===== src/rtl/alpaca_bfly_align.sv =====
// Pairs even/odd FFT sub-transform samples: buffers the first half of each frame,
// then emits (buf[k], odd[k]) through a single skid-free output register; tdata = {re, im}.
module alpaca_bfly_align #(
  parameter int FFT_LEN = 16,
  parameter int WIDTH   = 16,
  parameter int TUSER   = 8
) (
  input  logic                 clk,
  input  logic                 rst,
  input  logic [2*WIDTH-1:0]   s_axis_tdata_i,
  input  logic                 s_axis_tvalid_i,
  input  logic                 s_axis_tlast_i,
  output logic                 s_axis_tready_o,
  output logic [2*WIDTH-1:0]   x1_tdata_o,
  output logic                 x1_tvalid_o,
  output logic                 x1_tlast_o,
  output logic [TUSER-1:0]     x1_tuser_o,
  input  logic                 x1_tready_i,
  output logic [2*WIDTH-1:0]   x2_tdata_o,
  output logic                 x2_tvalid_o,
  output logic                 x2_tlast_o,
  output logic [TUSER-1:0]     x2_tuser_o,
  input  logic                 x2_tready_i,
  output logic                 err_o
);

  localparam int H  = FFT_LEN / 2;
  localparam int IW = $clog2(H);
  localparam logic [IW-1:0] LAST_IDX = IW'(H - 1);

  typedef enum logic {FILL, PAIR} state_t;

  state_t               state_q, state_d;
  logic [IW-1:0]        idx_q, idx_d;
  logic [TUSER-1:0]     fc_q, fc_d;
  logic                 out_vld_q, out_vld_d;
  logic [2*WIDTH-1:0]   x1_q, x1_d;
  logic [2*WIDTH-1:0]   x2_q, x2_d;
  logic                 last_q, last_d;
  logic [TUSER-1:0]     user_q, user_d;
  logic                 err_q, err_d;

  logic [2*WIDTH-1:0]   mem_q [H];

  logic out_rdy;
  logic s_rdy;
  logic accept;
  logic is_last;
  logic wr_en;

  always_comb begin
    out_rdy   = x1_tready_i && x2_tready_i;
    s_rdy     = 1'b0;
    if (!rst) begin
      s_rdy = (state_q == FILL) ? 1'b1 : (!out_vld_q || out_rdy);
    end
    accept    = s_axis_tvalid_i && s_rdy;
    is_last   = (idx_q == LAST_IDX);

    state_d   = state_q;
    idx_d     = idx_q;
    fc_d      = fc_q;
    out_vld_d = out_vld_q;
    x1_d      = x1_q;
    x2_d      = x2_q;
    last_d    = last_q;
    user_d    = user_q;
    err_d     = 1'b0;
    wr_en     = 1'b0;

    if (out_rdy) begin
      out_vld_d = 1'b0;
    end

    if (accept) begin
      // Any tlast other than on the final odd beat is a resync: drop the beat, keep fc.
      if (s_axis_tlast_i && !(state_q == PAIR && is_last)) begin
        err_d   = 1'b1;
        state_d = FILL;
        idx_d   = '0;
      end else if (state_q == FILL) begin
        wr_en = 1'b1;
        if (is_last) begin
          state_d = PAIR;
          idx_d   = '0;
        end else begin
          idx_d = idx_q + 1'b1;
        end
      end else begin
        out_vld_d = 1'b1;
        x1_d      = mem_q[idx_q];
        x2_d      = s_axis_tdata_i;
        last_d    = is_last;
        user_d    = fc_q;
        if (is_last) begin
          state_d = FILL;
          idx_d   = '0;
          fc_d    = fc_q + 1'b1;
          err_d   = !s_axis_tlast_i;
        end else begin
          idx_d = idx_q + 1'b1;
        end
      end
    end
  end

  always_ff @(posedge clk or posedge rst) begin
    if (rst) begin
      state_q   <= FILL;
      idx_q     <= '0;
      fc_q      <= '0;
      out_vld_q <= 1'b0;
      x1_q      <= '0;
      x2_q      <= '0;
      last_q    <= 1'b0;
      user_q    <= '0;
      err_q     <= 1'b0;
    end else begin
      state_q   <= state_d;
      idx_q     <= idx_d;
      fc_q      <= fc_d;
      out_vld_q <= out_vld_d;
      x1_q      <= x1_d;
      x2_q      <= x2_d;
      last_q    <= last_d;
      user_q    <= user_d;
      err_q     <= err_d;
    end
  end

  always_ff @(posedge clk) begin
    if (wr_en) begin
      mem_q[idx_q] <= s_axis_tdata_i;
    end
  end

  assign s_axis_tready_o = s_rdy;
  assign x1_tdata_o      = x1_q;
  assign x2_tdata_o      = x2_q;
  assign x1_tvalid_o     = out_vld_q;
  assign x2_tvalid_o     = out_vld_q;
  assign x1_tlast_o      = last_q;
  assign x2_tlast_o      = last_q;
  assign x1_tuser_o      = user_q;
  assign x2_tuser_o      = user_q;
  assign err_o           = err_q;

endmodule


===== config.mk =====
export PLATFORM = sky130hd
export DESIGN_NAME = alpaca_bfly_align
export DESIGN_NICKNAME = d
export VERILOG_FILES = /design/src/rtl/alpaca_bfly_align.sv
export SDC_FILE = /design/constraint.sdc
export NUM_CORES = 1
export LEC_CHECK = 0
export ABC_CLOCK_PERIOD_IN_PS = 4550
export CAP_MARGIN = 40
export CELL_PAD_IN_SITES_DETAIL_PLACEMENT = 0
export CELL_PAD_IN_SITES_GLOBAL_PLACEMENT = 1
export CORE_MARGIN = 4
export CORE_UTILIZATION = 48
export CTS_CLUSTER_SIZE = 10
export DETAILED_ROUTE_END_ITERATION = 12
export MAX_ROUTING_LAYER = met4
export PLACE_DENSITY = 0.79
export SLEW_MARGIN = 10
export SYNTH_ARGS = -nofsm -noshare
export SYNTH_HDL_FRONTEND = slang
export SYNTH_SLANG_ARGS = --single-unit

===== constraint.sdc =====
create_clock -name clk -period 4.55 [get_ports clk]
set_input_delay 0.91 -clock clk [delete_from_list [all_inputs] [get_ports clk]]
set_output_delay 0.91 -clock clk [all_outputs]
set_load 0.03 [all_outputs]

# Yosys cells after proc, flatten, opt, wreduce, memory -nomap -nowiden
# Memories as Yosys holds them, arrays and structs flattened. A register that Yosys moved wholly into a read port is not among the register bits.
# Index checks and enable logic that the tools add are counted.
[word_totals] register_bits=55 mem_bits_rw=256 in_bits=38 out_inout_bits=86 mem_count=1
[mem_list] name="mem_q" words=8 word_bits=32 read_ports=1 rd_clocked_by_memory_dff=1 wr=1 line="43" source="logic [2*WIDTH-1:0] mem_q [H];"
[classes] n_addsub=2 n_eq_ne=1 mux=21 bitwise_logic=1 n_reduce_logical=10
[op_table] cell="1-bit two-way mux" count=19
[op_table] cell="8-bit by 1-bit adder with 8-bit output (second input constant)" count=1
[op_table] cell="3-bit two-way mux" count=2
[op_table] cell="1-bit logical AND" count=4
[op_table] cell="4-bit AND reduction" count=1
[op_table] cell="3-bit by 1-bit adder with 3-bit output (second input constant)" count=1
[op_table] cell="3-bit == test (second input constant)" count=1
[op_table] cell="1-bit logical NOT" count=3
[op_table] cell="3-bit AND reduction" count=1
[op_table] cell="1-bit logical OR" count=1
[op_table] cell="1-bit NOT" count=1

# Longest topological paths before layout
[logic_depth] ltp_word=8 ltp_mapped=9 mapped_depth_nobuf=7

# Worst setup path after synthesis
# No wires, ideal clock.
[synth_timing] path_type="input to register" start="input port rst" end="memory mem_q[0][0] (netlist name) (enable)" t_arrival_ps=3572 required_ps=4089 slack_ps=517 path_stages=4 n_path_buf=0 cell_sequence="nand2b_4 > nor3_1 > nand2_1 > nor3_1"
[synth_via] elab_chain_len=5
[synth_lines] item="from (decl)" line="9" source="input logic rst,"
[synth_lines] item="1-bit two-way mux" line="54" source="if (!rst) begin"
[synth_lines] item="1-bit logical AND" line="57" source="accept = s_axis_tvalid_i && s_rdy;"
[synth_lines] item="1-bit two-way mux" line="75" source="if (accept) begin"
[synth_lines] item="1-bit two-way mux" line="132" source="if (wr_en) begin"
[synth_lines] item="1-bit two-way mux (implied by the code)" line="133" source="mem_q[idx_q] <= s_axis_tdata_i;"
[synth_lines] item="to (decl)" line="43"
# Every way passes these cells.

# Worst setup path in the final report
[layout_timing] start="input port x2_tready_i" end="output port s_axis_tready_o"
[layout_via] elab_chain_len=4
[layout_lines] item="from (decl)" line="23" source="input logic x2_tready_i,"
[layout_lines] item="1-bit logical AND" line="52" source="out_rdy = x1_tready_i && x2_tready_i;"
[layout_lines] item="1-bit logical OR" line="55" source="s_rdy = (state_q == FILL) ? 1'b1 : (!out_vld_q || out_rdy);"
[layout_lines] item="1-bit two-way mux" line="55"
[layout_lines] item="1-bit two-way mux" line="54"
[layout_lines] item="to (decl)" line="13" source="output logic s_axis_tready_o,"
# Every way passes these cells.

==> results.py <==
metrics = {
    "outcome": {
        "status": "complete, no violations",
    },
    "sta": {
        "maxSlewHeadroom_pct": 40.4,
        "finalSetupViolCount": 0,
        "hold_viol": 0,
        "min_period_ns": 3.34,
        "drv_slew": 0,
        "clock_skew_ns": 0.00853,
        "finalCritPeriodShare_pct": 73.4,
        "fmax_ghz": 0.299,
        "rsz0062_at_grt": "no",
        "worst_pin_slew_ns": 0.894,
        "fin_setup_tns_ns": 0,
    },
    "grt": {
        "grt_pass1_vias": 7744,
        "grt_usage_pct": 19.2,
        "antenna_found_initial": 0,
        "grt_overflow": 0,
        "grt_max_degree": 75,
        "grt_pass1_wl_um": 44900,
    },
    "setup_path": {
        "crit_path_top_delay_cell": "clkdlybuf4s50_1",
        "rr_startpoint": "idx_q[2]$_DFFE_PP0P_",
        "cp_cell_sequence": "clkdlybuf4s50_1 -> a21boi_2 -> a21oi_1 -> clkdlybuf4s50_1",
        "endpoint": "s_axis_tready_o",
        "end_kind": "primary output",
        "start_kind": "input port",
        "cp.required_ns": 3.64,
        "r2r_slack_ns": 1.83,
        "r2r_cells": 5,
        "crit_path_frequent_cell": "clkdlybuf4s50_1",
        "crit_arrival_ns": 2.43,
        "crit_type": "in2out",
        "critPathLaunch": "x2_tready_i",
        "rr_endpoint": "x1_tdata_o[16]$_DFFE_PP0P_",
        "max_stage_delay_ns": 0.70,
        "critPathMaxFanout": 3,
    },
    "cells_and_area": {
        "drive_gt1_share_pct": 11.9,
        "fin_util_pct": 59.5,
        "areaGrowthSynthToFinish_pct": 20.8,
        "antenna_cells": 0,
        "nets": 1036,
    },
    "route": {
        "wirelength_um": 28400,
        "drt_first_pass_iters": 5,
        "vias": 7545,
        "routedWlPerCell_um": 20.4,
        "drtAntennaViolNets": 0,
        "drt-initial-drc-count": 665,
        "route.detailed.drc": 0,
        "routed_via_density": 5.41,
    },
    "logic_synthesis": {
        "synth_seq_area_share_pct": 73.7,
        "yosysWarnings": 0,
        "synth_flop_cell": "edfxtp_1",
        "ys_seq_elements": 343,
        "syn_area_mm2": 0.0134,
        "synth_edf_count": 256,
        "async_reset_ff_share_pct": 25.4,
        "postSynthCellCount": 869,
        "syn_area_per_cell_um2": 15.4,
        "syn_nets": 911,
        "synthDistinctLibCells": 53,
    },
    "floorplanning": {
        "die_h_um": 175,
        "core_area_mm2": 0.0272,
        "rows": 60,
        "num_io_pins": 124,
        "start_util_pct": 49.2,
        "die_area_mm2": 0.0306,
        "die_x_um": 175,
    },
    "power_and_ir_drop": {
        "power.leakage_nw": 5.82,
        "pwr-share-comb_pct": 9.0,
        "p_total_mw": 6.95,
        "intPower_mw": 5.39,
        "clkPwrFrac_pct": 40.6,
        "switching_power_mw": 1.56,
        "swShare_pct": 22.5,
        "p_per_area_mw_per_mm2": 430,
        "ir_worst_vdd_v": 0.000250,
        "p_seq_share_pct": 50.4,
    },
    "cts": {
        "cts_buffers": 40,
        "ctsHoldBuffers": 0,
        "clk_path_buf_depth": 3,
        "clk_pin_slew_ns": 0.05,
        "cts_num_sinks": 343,
        "postCtsSetupBuffers": 0,
        "cts_resized": 0,
        "tritoncts": "built",
        "htree_levels": 2,
        "clk_latency_ns": 0.50,
        "ctsRootBufferMaster": "clkbuf_16",
    },
    "run": {
        "max_cap_violations": 0,
    },
    "placed_design": {
        "routabilityCongestion": 0.761,
        "io_buffers": 123,
        "hpwlAfterDp_um": 16600,
    },
    "worst_hold_path": {
        "hold_class": "reg2reg",
    },
}
synth_stat cells, drive strengths merged, types with 3 or more instances:
master	instances	share of area (%)
a211o	8	0.52
a21o	3	0.17
a21oi	38	1.4
a221oi	7	0.46
a22o	6	0.39
a22oi	9	0.50
a2bb2oi	3	0.20
a31oi	15	0.70
and2	3	0.14
buf	47	2.3
clkbuf	13	0.37
dfrtp	87	16
edfxtp	256	57
ha	4	0.37
inv	5	0.14
mux2	18	1.5
mux2i	47	3.5
mux4	21	3.5
nand2	151	4.2
nand2b	7	0.38
nand3	4	0.15
nand3b	6	0.34
nand4	5	0.23
nor2	35	0.98
nor2b	5	0.23
nor3	4	0.15
o211ai	3	0.17
o21ai	27	1.0
o22a	4	0.26
xnor2	6	0.39
layer usage:
layer	vias up	track usage, %	part of all wire (%)
met5	-	-	0
met1	3807	26.8	45
met3	33	3.09	5.2
met2	218	30.7	49
li1	3487	-	-
met4	0	3.67	1.2
worst max-delay path: cells and delay by family:
| family | cells | cell delay, ns |
|---|---|---|
| AOI/OAI and AO/OA | 2 | 0.32 |
| buffers and inverters | 2 | 1.20 |
cell type report:
type                       count  area, um^2
clock buffer                  70        1140
fill                        2108       11000
inverter                       6        25.0
multi-input combinational    460        3200
sequential                   343        9880
tap                          372         465
timing repair buffer         143        1460
worst min-delay path by stage:
stage	startpoint	end	slack, ns	depth (start not counted)
floorplan	fc_q[7]$_DFFE_PP0P_	fc_q[7]$_DFFE_PP0P_	0.45	1
global route	x2_tdata_o[19]$_DFFE_PP0P_	x2_tdata_o[19]$_DFFE_PP0P_	0.50	2
global placement	x2_tdata_o[28]$_DFFE_PP0P_	x2_tdata_o[28]$_DFFE_PP0P_	0.46	2
detailed placement	x2_tdata_o[19]$_DFFE_PP0P_	x2_tdata_o[19]$_DFFE_PP0P_	0.46	2
CTS	x2_tdata_o[19]$_DFFE_PP0P_	x2_tdata_o[19]$_DFFE_PP0P_	0.48	2
finish	x2_tdata_o[21]$_DFFE_PP0P_	x2_tdata_o[21]$_DFFE_PP0P_	0.47	2
flip-flops by register name, summed over array words and instances (netlist names):
name and flops:
err_o 1, fc_q 8, idx_q 3, mem_q 256
state_q 1, x1_tdata_o 32, x1_tlast_o 1, x1_tuser_o 8
x1_tvalid_o 1, x2_tdata_o 32
power groups by stage:
stage | Combinational, mW | Clock, mW | Sequential (mW)
final | 0.625 | 2.82 | 3.50
after global routing | 0.681 | 3.02 | 3.51
after CTS | 0.634 | 2.88 | 3.50
after detailed placement | 0.633 | 0 | 3.56
after global placement | 0.625 | 0 | 3.56
after floorplan | 0.437 | 0 | 3.54
cells by family (layout without fill, tap and decap cells):
group	count (synthesis)	count (layout)	synth area share (%)
simple gates	226	226	7.18
xor+xnor	7	7	0.458
flops	343	343	73.7
mux	86	86	8.56
buf+inv	66	219	2.85
fa+ha+maj	4	4	0.374
compound gates	137	137	6.85
per-stage QoR:
| step | hold slack, ns | instance area, um^2 | setup slack, ns | cells |
|---|---|---|---|---|
| after global routing | 0.499 | 16200 | 1.11 | 1394 |
| after global placement | 0.458 | 15000 | 0.991 | 1323 |
| after detailed placement | 0.463 | 15000 | 1.01 | 1324 |
| after floorplan | 0.445 | 13400 | 0.517 | 869 |
| final | 0.468 | 16200 | 1.21 | 1394 |
| after CTS | 0.476 | 16200 | 1.19 | 1394 |
cell usage in the layout (no fill, tap or decap), types with 5 or more instances in the layout:
cell             netlist  layout
mux2i_1               47      47
o21ai_0               26      26
buf_4                 18      14
edfxtp_1             256     256
a21oi_1               38      38
xnor2_1                6       6
nor2_1                35      29
clkbuf_1              12      28
nand4_1                5       5
dfrtp_1               87      84
a211o_1                8       8
nor2_4                 0       6
mux4_2                21      21
nand3b_1               6       6
clkdlybuf4s50_1        0     123
nand2b_1               6       6
a31oi_1               15      15
mux2_2                18      18
a22oi_1                9       9
nand2_1              151     151
nor2b_1                5       5
a221oi_1               7       7
clkbuf_16              0      41
buf_12                 0       6
a22o_1                 6       6
No activity file was read; power rests on OpenSTA's default activity.
